$ cat src/rtl/instr_fetch_unit.sv
// instr_fetch_unit: fetch stage in front of the opcode decoder.
// Owns the PC, issues req/ack reads to instruction memory, holds the fetched
// word until decode accepts it, and applies branch/jump redirects.
// Optional build macro: FETCH_PERF_CNT_EN adds fetchCount/killCount counters.
// Ports:
//   clk, rst                  clock, synchronous active-high reset
//   imemReq/imemAddr          read request and its word address (held until ack)
//   imemAck/imemData          read completion and returned word
//   instr/opcode/pcOut/pcPlus1/instrValid   held instruction to decode
//   instrReady                decode accepts the held instruction
//   redirect/redirectPc       single-cycle redirect pulse and target PC
//   fetchCount/killCount      performance counters (FETCH_PERF_CNT_EN only)
module instr_fetch_unit #(
    parameter int unsigned          ADDR_W   = 16,
    parameter int unsigned          INSTR_W  = 16,
    parameter logic [ADDR_W-1:0]    RESET_PC = '0
) (
    input  logic               clk,
    input  logic               rst,
    output logic               imemReq,
    output logic [ADDR_W-1:0]  imemAddr,
    input  logic               imemAck,
    input  logic [INSTR_W-1:0] imemData,
    output logic [INSTR_W-1:0] instr,
    output logic [3:0]         opcode,
    output logic [ADDR_W-1:0]  pcOut,
    output logic [ADDR_W-1:0]  pcPlus1,
    output logic               instrValid,
    input  logic               instrReady,
`ifdef FETCH_PERF_CNT_EN
    output logic [31:0]        fetchCount,
    output logic [15:0]        killCount,
`endif
    input  logic               redirect,
    input  logic [ADDR_W-1:0]  redirectPc
);

    localparam int unsigned OPC_W = 4;

    typedef enum logic [1:0] {
        ST_IDLE  = 2'd0,
        ST_FETCH = 2'd1,
        ST_HOLD  = 2'd2,
        ST_DRAIN = 2'd3
    } state_e;

    state_e              state_q, state_d;
    logic [ADDR_W-1:0]   pc_q, pc_d;
    logic [ADDR_W-1:0]   addr_q, addr_d;
    logic                req_q, req_d;
    logic [INSTR_W-1:0]  instr_q, instr_d;
    logic [ADDR_W-1:0]   pc_out_q, pc_out_d;
    logic [ADDR_W-1:0]   pc_plus1_q, pc_plus1_d;
    logic                valid_q, valid_d;

`ifdef FETCH_PERF_CNT_EN
    logic [31:0]         fetch_cnt_q;
    logic [15:0]         kill_cnt_q;
    logic                accept_c;
    logic                kill_c;
`endif

    // Next-state, PC and held-instruction logic; redirect outranks everything but reset
    always_comb begin
        state_d    = state_q;
        pc_d       = pc_q;
        instr_d    = instr_q;
        pc_out_d   = pc_out_q;
        pc_plus1_d = pc_plus1_q;
        valid_d    = valid_q;
`ifdef FETCH_PERF_CNT_EN
        accept_c   = 1'b0;
        kill_c     = 1'b0;
`endif

        unique case (state_q)
            ST_IDLE: begin
                if (redirect) pc_d = redirectPc;
                state_d = ST_FETCH;
            end
            ST_FETCH: begin
                if (redirect) begin
                    pc_d    = redirectPc;
                    valid_d = 1'b0;
                    // An un-acked request cannot be withdrawn, so wait it out in DRAIN
                    state_d = imemAck ? ST_FETCH : ST_DRAIN;
`ifdef FETCH_PERF_CNT_EN
                    kill_c  = 1'b1;
`endif
                end else if (imemAck) begin
                    instr_d    = imemData;
                    pc_out_d   = pc_q;
                    pc_plus1_d = pc_q + ADDR_W'(1);
                    valid_d    = 1'b1;
                    state_d    = ST_HOLD;
                end
            end
            ST_HOLD: begin
                if (redirect) begin
                    pc_d    = redirectPc;
                    valid_d = 1'b0;
                    state_d = ST_FETCH;
`ifdef FETCH_PERF_CNT_EN
                    kill_c  = 1'b1;
`endif
                end else if (instrReady) begin
                    pc_d    = pc_q + ADDR_W'(1);
                    valid_d = 1'b0;
                    state_d = ST_FETCH;
`ifdef FETCH_PERF_CNT_EN
                    accept_c = 1'b1;
`endif
                end
            end
            ST_DRAIN: begin
                if (redirect) begin
                    pc_d    = redirectPc;
                    valid_d = 1'b0;
                end
                // Stale data is dropped; refetch from the (possibly updated) pc
                if (imemAck) state_d = ST_FETCH;
            end
            default: state_d = ST_IDLE;
        endcase

        // Fetch address only follows pc when a new request starts; DRAIN keeps the old one
        addr_d = (state_d == ST_FETCH) ? pc_d : addr_q;
        req_d  = (state_d == ST_FETCH) || (state_d == ST_DRAIN);
    end

    // State and output registers
    always_ff @(posedge clk) begin
        if (rst) begin
            state_q    <= ST_IDLE;
            pc_q       <= RESET_PC;
            addr_q     <= RESET_PC;
            req_q      <= 1'b0;
            instr_q    <= INSTR_W'(0);
            pc_out_q   <= RESET_PC;
            pc_plus1_q <= RESET_PC + ADDR_W'(1);
            valid_q    <= 1'b0;
        end else begin
            state_q    <= state_d;
            pc_q       <= pc_d;
            addr_q     <= addr_d;
            req_q      <= req_d;
            instr_q    <= instr_d;
            pc_out_q   <= pc_out_d;
            pc_plus1_q <= pc_plus1_d;
            valid_q    <= valid_d;
        end
    end

`ifdef FETCH_PERF_CNT_EN
    // Accepted-instruction counter wraps; kill counter saturates
    always_ff @(posedge clk) begin
        if (rst) begin
            fetch_cnt_q <= 32'd0;
            kill_cnt_q  <= 16'd0;
        end else begin
            if (accept_c) fetch_cnt_q <= fetch_cnt_q + 32'd1;
            if (kill_c && (kill_cnt_q != 16'hFFFF)) kill_cnt_q <= kill_cnt_q + 16'd1;
        end
    end

    assign fetchCount = fetch_cnt_q;
    assign killCount  = kill_cnt_q;
`endif

    assign imemReq    = req_q;
    assign imemAddr   = addr_q;
    assign instr      = instr_q;
    assign opcode     = instr_q[INSTR_W-1 -: OPC_W];
    assign pcOut      = pc_out_q;
    assign pcPlus1    = pc_plus1_q;
    assign instrValid = valid_q;

endmodule
$ cat config.mk
export PLATFORM = sky130hd
export DESIGN_NAME = instr_fetch_unit
export DESIGN_NICKNAME = d
export VERILOG_FILES = /design/src/rtl/instr_fetch_unit.sv
export SDC_FILE = /design/constraint.sdc
export NUM_CORES = 1
export LEC_CHECK = 0
export ABC_CLOCK_PERIOD_IN_PS = 2300
export CORE_MARGIN = 2
export CORE_UTILIZATION = 48
export CTS_CLUSTER_SIZE = 20
export DETAILED_ROUTE_END_ITERATION = 7
export PLACE_DENSITY = 0.92
export SYNTH_ARGS = -nofsm -noshare
export SYNTH_HDL_FRONTEND = slang
export SYNTH_SLANG_ARGS = --single-unit
$ cat constraint.sdc
create_clock -name clk -period 2.3 [get_ports clk]
set_input_delay 0.46 -clock clk [delete_from_list [all_inputs] [get_ports clk]]
set_output_delay 0.46 -clock clk [all_outputs]
set_load 0.02 [all_outputs]
# Yosys cells after proc, flatten, opt, wreduce, memory -nomap -nowiden
# Cells that the tools add are included.
dict set report op_classes {
  add_sub_neg 1
  eq_ne 8
  muxes 17
  n_bitwise 1
  n_reduce_logical 6
}
# operator n
set ops {}
lappend ops {{$mux W16} 3}
lappend ops {{$pmux W16 S2} 1}
lappend ops {{$add A16 B1 Y16 const B} 1}
lappend ops {{$mux W2} 6}
lappend ops {{$pmux W2 S4} 1}
lappend ops {{$eq A2 B2 Y1 const B} 3}
lappend ops {{$ne A3 B3 Y1 const B} 2}
lappend ops {{$mux W1} 5}
lappend ops {{$eq A2 B1 Y1 const B} 2}
lappend ops {{$reduce_and A4 Y1} 1}
lappend ops {{$pmux W1 S3} 1}
lappend ops {{$reduce_and A3 Y1} 1}
lappend ops {{$reduce_bool A3 Y1} 1}
lappend ops {{$reduce_or A3 Y1} 1}
lappend ops {{$logic_not A2 Y1} 1}
lappend ops {{$ne A2 B2 Y1 const B} 1}
lappend ops {{$logic_or A1 B1 Y1} 1}
lappend ops {{$not A1 Y1} 1}
dict set report totals {
  ff_bits 84
  inputBits 37
  out_inout_bits 70
  wordCells 41
}

# Depth between registers and ports, before layout
# Gate-level depths: netlist of run 1.
dict set report depth {
  depth_word 5
  ltp_mapped 7
  depth_no_buf 6
}

# Worst setup path before layout of run 1
# OpenSTA, ideal clock, no wires.
dict set report synth_timing {
  kind {flip-flop to flip-flop}
  from {register pc_q[0]}
  to {register addr_q[14], in the netlist imemAddr[14]}
  setup_ps 133
  arrival_ps 1864
  required_time_ps 2167
  slack_ps 303
  stages_incl_launch_ff 7
  path_buffers 0
  synth_period_minus_slack_ps 1997
  cell_sequence {dfxtp_1 ha_1 nand4_2 nor4_2 mux2_2 a221oi_2 a211oi_2}
}
dict set report synth_via {
  elab_chain_cells 4
}
# item line_no
set synth_rtl {}
lappend synth_rtl {{start, declared} 48} ;# logic [ADDR_W-1:0] pc_q, pc_d;
lappend synth_rtl {{start signal, assigned} 144} ;# pc_q <= pc_d;
lappend synth_rtl {{$add A16 B1 Y16} 107} ;# pc_d = pc_q + ADDR_W'(1);
lappend synth_rtl {{$mux W16} 106} ;# end else if (instrReady) begin
lappend synth_rtl {{$mux W16} 99} ;# if (redirect) begin
lappend synth_rtl {{$pmux W16 S2} 76} ;# unique case (state_q)
lappend synth_rtl {{end signal, assigned} 145} ;# addr_q <= addr_d;
lappend synth_rtl {{end, declared} 49} ;# logic [ADDR_W-1:0] addr_q, addr_d;
# Every way passes these cells.
# A chain may end at the register's enable or synchronous reset.

# Worst setup path after layout of run 1
dict set report layout_timing {
  from {register pc_q[6]}
  to {register addr_q[15], in the netlist imemAddr[15]}
}
# The elaborated chain is that of the path after synthesis.

==> results of run 1 <==
==> flip-flops by register name, summed over array words and instances, names as in the netlist <==
signal,cells
imemAddr,16
instr,16
pcOut,16
pcPlus1,16
pc_q,16
state_q,2
imemReq,1
instrValid,1
==> stage by stage <==
step / hold slack (ns) / TNS, ns
final: 0.4582 / 0
after global routing: 0.4855 / 0
after CTS: 0.4605 / 0
after detailed placement: 0.4485 / -0.04843
after global placement: 0.4407 / 0
after floorplan: 0.4659 / 0
==> critical path, delay by kind of cell (launching register included) <==
kind	cells	cell delay [ns]
compound gates	2	0.50
flops	1	0.53
mux	1	0.38
simple gates	2	0.62
==> cell usage in the layout, fill, tap and decap left out, drive strengths merged, types with 2 or more instances in the layout <==
master	instances
xor2	12
o41ai	5
mux2i	6
clkdlybuf4s50	105
o21ai	8
nor3	18
buf	16
nand4	7
a211oi	17
nor2b	11
nor4	8
clkinv	3
nand3b	10
inv	6
nand2b	3
nor2	49
nand3	6
mux2	2
xnor2	12
dfxtp	84
clkbuf	10
a21oi	40
a221oi	3
nand2	79
==> cells by family after synthesis <==
group	synth area share, %
and+or+nand+nor	26.46
muxes	2.216
xor gates and xnor gates	5.641
buffers and inverters	6.514
DFF	45.13
AOI/OAI and AO/OA	13.70
adders and majority gates	0.3357
==> metal layers <==
layer	wire [µm]	track usage [%]
met3	508	5.012
met4	169	9.577
met2	4573	37.87
met1	4141	28.23
met5	0	0
==> worst min path at each step <==
stage	from	end	slack, ns	depth (start not counted)
after floorplan	pc_q[15]	pcOut[15]	0.47	2
after global placement	instr[4]	instr[4]	0.44	2
after detailed placement	instr[4]	instr[4]	0.45	2
after CTS	instr[4]	instr[4]	0.46	2
after global routing	pcOut[8]	pcOut[8]	0.49	2
final	instr[4]	instr[4]	0.46	2
==> layout make-up <==
type                            count  share of cell area (%)
Tap cell                          102                   2.525
Clock buffer                       10                   2.723
Inverter                            5                  0.3714
Timing Repair Buffer              121                   23.87
Sequential cell                    84                   33.30
Clock inverter                      6                   1.436
Multi-Input combinational cell    305                   35.78
==> report_power, final <==
part	total, mW	internal, mW	leakage, nW	switching [mW]
sequential	1.60	1.53	0.688	0.0689
clock	1.08	0.540	0.103	0.537
combinational	0.527	0.253	1.01	0.274
total	3.20	2.32	1.80	0.880
==> results.toml, run 1 <==
[clocking]
cts_buffers = 9
htreeDepth = 3
cts_resized = 0
cts_sinks = 84
cts_setup_buffers = 0
cts_tree = "done"
ctsHoldBuffers = 0
path_clk_slew_ns = 0.08
clk_latency_ns = 0.35
cts-root-buf = "clkbuf_8"
cts_buffer_depth = 2

[final_layout]
area_growth_pct = 35.63
multi_input_area_um2 = 1808
nets = 564
final-seq-area_um2 = 1683
drive_gt1_share_pct = 10.17
fillers = 600
instances_no_fill = 633
fin_area_um2 = 5054
antenna_cells = 0
fin_util_pct = 66.43

[yosys]
syn_area_per_cell_um2 = 8.526
synth_top_area_share_pct = 45.13
postSynthCellCount = 437
async_flop_share_pct = 0
synthTopCellsByArea = "dfxtp_1 (45%), nand2_1 (8.0%), a21oi_1 (5.2%), nor2_1 (4.9%), a211oi_1 (3.2%)"
syn-cell-area_um2 = 3726
seq_area_frac_synth_pct = 45.13
synth_common_cells = "dfxtp_1 (84), nand2_1 (79), nor2_1 (49)"
synth.most_common_cell = "dfxtp_1"
synth_seq_cells = 84
synth_edf_count = 0
yosysUniqueCellTypes = 48
syn_nets = 475
ys_warn_count = 0
synth.largest_area_cell = "dfxtp_1"
synth_top_flop_cell = "dfxtp_1"

[setup_path]
setup.worst_path.class = "reg2reg"
worstSetupEndpointType = "flip-flop"
startpoint = "pc_q[6]"
cp_slowest_cell = "dfxtp_1"
slowest_delay_ns = 0.53
worstPathCellList = "nand3_2 > nor4_4 > mux2_1 > a221oi_1 > a211oi_1"
r2r_cells = 5
critPathLaunchType = "flip-flop"
timing.reg2reg.setup_slack_ns = 0.14
r2r_start = "pc_q[6]"
crit_arrival_ns = 2.38
endpoint = "imemAddr[15]"
reg2reg_to = "imemAddr[15]"
cp_max_fo = 7
critPathRequiredTime_ns = 2.52

[status]
status = "completed"

[global_route]
antenna_found_initial = 0
grt_max_degree = 91
grt_pass1_vias = 3265
grtUsageTotal_pct = 22.67
overflow = 0
grt_pass1_wl_um = 15360

[sta]
max_slew_margin_pct = 72.83
rsz0062_at_grt = "false"
finalSetupViolations = 0
skew_ns = 0.01068
hold_violations = 0
timing.fmax_ghz = 0.4628
worstMarginPinSlew_ns = 0.4075
fin_crit_sh_pct = 93.95
setup_ws_ns = 0.1391
drv_slew = 0
fin_crit_ns = 2.161

[place]
placed_area_um2 = 4842
dp.cells = 617
port_buffers = 106
dp_hpwl_um = 6627
dp_slack_ns = -0.04843
gp_congestion = 0.8976

[die]
core_um2 = 7607
rows = 32
start_util_pct = 48.98
die_area_um2 = 8483
fp.dieW_um = 92.11
fp.dieH_um = 92.11
io_pins = 107

[worst_hold_path]
worstHoldPathType = "reg2reg"

[drt]
vias = 3362
drt-wirelength-per-cell_um = 14.84
ant_nets = 0
dr.pass1.iters = 4
drc_errors = 0
drtIter0Drc = 207
viasPerCell = 5.311
drt-total-wl_um = 9393

[run]
drv_cap = 0

[power_and_ir_drop]
power_density_nw_per_um2 = 633.7
power.total_mw = 3.202
p_leak_nw = 1.801
vdd_drop_max_mv = 0.3182
Power figures use the tool's default switching activity.
==> run 2, diff against run 1 <==
ABC_AREA = 1   (was default)
CORE_UTILIZATION = 47   (was 48)
CTS_CLUSTER_DIAMETER = 50   (was default)
HOLD_SLACK_MARGIN = 0.1   (was default)
PLACE_DENSITY = 0.91   (was 0.92)
==> results.toml, run 2 <==
[setup_path]
slowest_delay_ns = 0.62
worstPathCellList = "clkdlybuf4s50_1"
cpLargestDelayFamily = "buffers and inverters"
critPathRequiredTime_ns = 1.84
cp_max_fo = 2
r2r_cells = 7
crit_arrival_ns = 1.36
critPathLaunchType = "flip-flop"
worstSetupEndpointType = "output pin"
reg2reg_to = "imemAddr[6]"
r2r_start = "pc_q[1]"
path_buf_inv = 1
cp_slowest_cell = "clkdlybuf4s50_1"
timing.reg2reg.setup_slack_ns = 0.57
setup.worst_path.class = "reg2out"

[power_and_ir_drop]
p_leak_nw = 2.039
power_density_nw_per_um2 = 714.9
vdd_drop_max_mv = 0.3041

[sta]
fin_crit_ns = 1.821
max_slew_margin_pct = 77.66
skew_ns = 0.006371
setup_tns_ns = 0
worstMarginPinSlew_ns = 0.3351
fin_crit_sh_pct = 79.18
timing.fmax_ghz = 0.5491
setup_ws_ns = 0.4790
finalSetupViolations = 0
drv_slew = 0
hold_violations = 0
rsz0062_at_grt = "false"

[global_route]
grt_pass1_wl_um = 15720
grt_max_degree = 71
grtUsageTotal_pct = 23.14
antenna_found_initial = 0
grt_pass1_vias = 3314
overflow = 0

[final_layout]
area_growth_pct = 36.44
antenna_cells = 0
final_cell_mix = "clkdlybuf4s50_1 (106), nor2_1 (95), dfxtp_1 (84)"
nets = 625
final_common_cell = "clkdlybuf4s50_1"
drive_gt1_share_pct = 7.783

[yosys]
synth.largest_area_cell = "dfxtp_1"
synth_common_cells = "nor2_1 (95), dfxtp_1 (84), nand2_1 (68)"
syn_nets = 529
syn-cell-area_um2 = 3602
synth_top_flop_cell = "dfxtp_1"
synth_edf_count = 0
seq_area_frac_synth_pct = 46.68
synthTopCellsByArea = "dfxtp_1 (47%), nor2_1 (9.9%), nand2_1 (7.1%), o21ai_0 (6.9%), inv_1 (5.0%)"
async_flop_share_pct = 0
synth_seq_cells = 84
ys_warn_count = 0
yosysUniqueCellTypes = 28
synth.most_common_cell = "nor2_1"
postSynthCellCount = 491
synth_top_area_share_pct = 46.68
syn_area_per_cell_um2 = 7.336

[clocking]
cts_buffers = 9
cts_tree = "done"
clk_latency_ns = 0.35
htreeDepth = 3
path_clk_slew_ns = 0.08
cts_resized = 0
cts_setup_buffers = 0
cts_buffer_depth = 2
cts-root-buf = "clkbuf_8"
cts_sinks = 84
ctsHoldBuffers = 0

[status]
status = "completed"

[place]
gp_congestion = 0.9898
dp_hpwl_um = 6891
dp_slack_ns = 0.1614
port_buffers = 106

[worst_hold_path]
min-delay-start = "pcPlus1[0]"
min_to = "pcPlus1[0]"
min_path_cells = 1
worstHoldPathType = "reg2reg"

[run]
drv_cap = 0

[drt]
drc_errors = 0
vias = 3554
drtIter0Drc = 241
ant_nets = 0
dr.pass1.iters = 6
viasPerCell = 5.151
drt-wirelength-per-cell_um = 13.88
drt-total-wl_um = 9574

[die]
io_pins = 107
rows = 31
die_area_um2 = 8380
start_util_pct = 49.14
fp.dieH_um = 91.55
fp.dieW_um = 91.55
core_um2 = 7331
-- run 2: routing by layer --
| layer | GRT usage [%] | up-vias | wire length, µm |
|---|---|---|---|
| met4 | 8.965 | 0 | 210 |
| met1 | 30.27 | 1604 | 4268 |
| met2 | 36.89 | 165 | 4325 |
| li1 | - | 1761 | - |
| met3 | 5.394 | 24 | 770 |
| met5 | 0 | - | 0 |
-- run 2: kinds of logic (layout without fill, tap and decap cells) --
kind of cell	Yosys count	count (layout)	share of synthesized area (%)
compound gates	107	107	15.77
xor+xnor	7	7	1.702
fa+ha+maj	1	1	0.3473
buf+inv	82	182	10.66
flops	84	84	46.68
simple gates	210	210	24.83
-- run 2: final cells by class --
type | instances | area [µm²]
Tap cell | 99 | 123.9
Clock inverter | 5 | 100.1
Inverter | 53 | 201.4
Sequential cell | 84 | 1682
Multi-Input combinational cell | 325 | 1536
Timing Repair Buffer | 114 | 1134
Fill cell | 561 | 2416
Clock buffer | 10 | 137.6
-- run 2: how the worst max path moves through the flow --
| stage | cells past startpoint | endpoint | start | slack [ns] |
|---|---|---|---|---|
| global route | 10 | imemAddr[15] | redirect | 0.40 |
| detailed placement | 10 | imemAddr[10] | redirect | 0.16 |
| floorplan | 10 | imemAddr[10] | pc_q[1] | 0.95 |
| finish | 1 | imemAddr[1] | imemAddr[1] | 0.48 |
| global placement | 10 | imemAddr[12] | redirect | 0.25 |
| CTS | 1 | imemAddr[1] | imemAddr[1] | 0.46 |
-- run 2: where the power goes --
part | switching [mW] | total (mW) | internal (mW) | leakage (nW)
registers | 0.0737 | 1.63 | 1.55 | 0.690
logic | 0.354 | 0.644 | 0.291 | 1.23
clock network | 0.501 | 1.24 | 0.741 | 0.122
-- run 2: per-stage QoR --
stage               cells  cell area [µm²]  util, %  total power [mW]  hold slack, ns
global route          690             4915    67.04             3.659          0.4992
finish                690             4915    67.04             3.513          0.4679
CTS                   690             4915    67.04             3.525          0.4763
global placement      675             4677    63.80             2.275          0.4324
detailed placement    675             4677    63.80             2.295          0.4576
floorplan             491             3602        -             2.017          0.4559
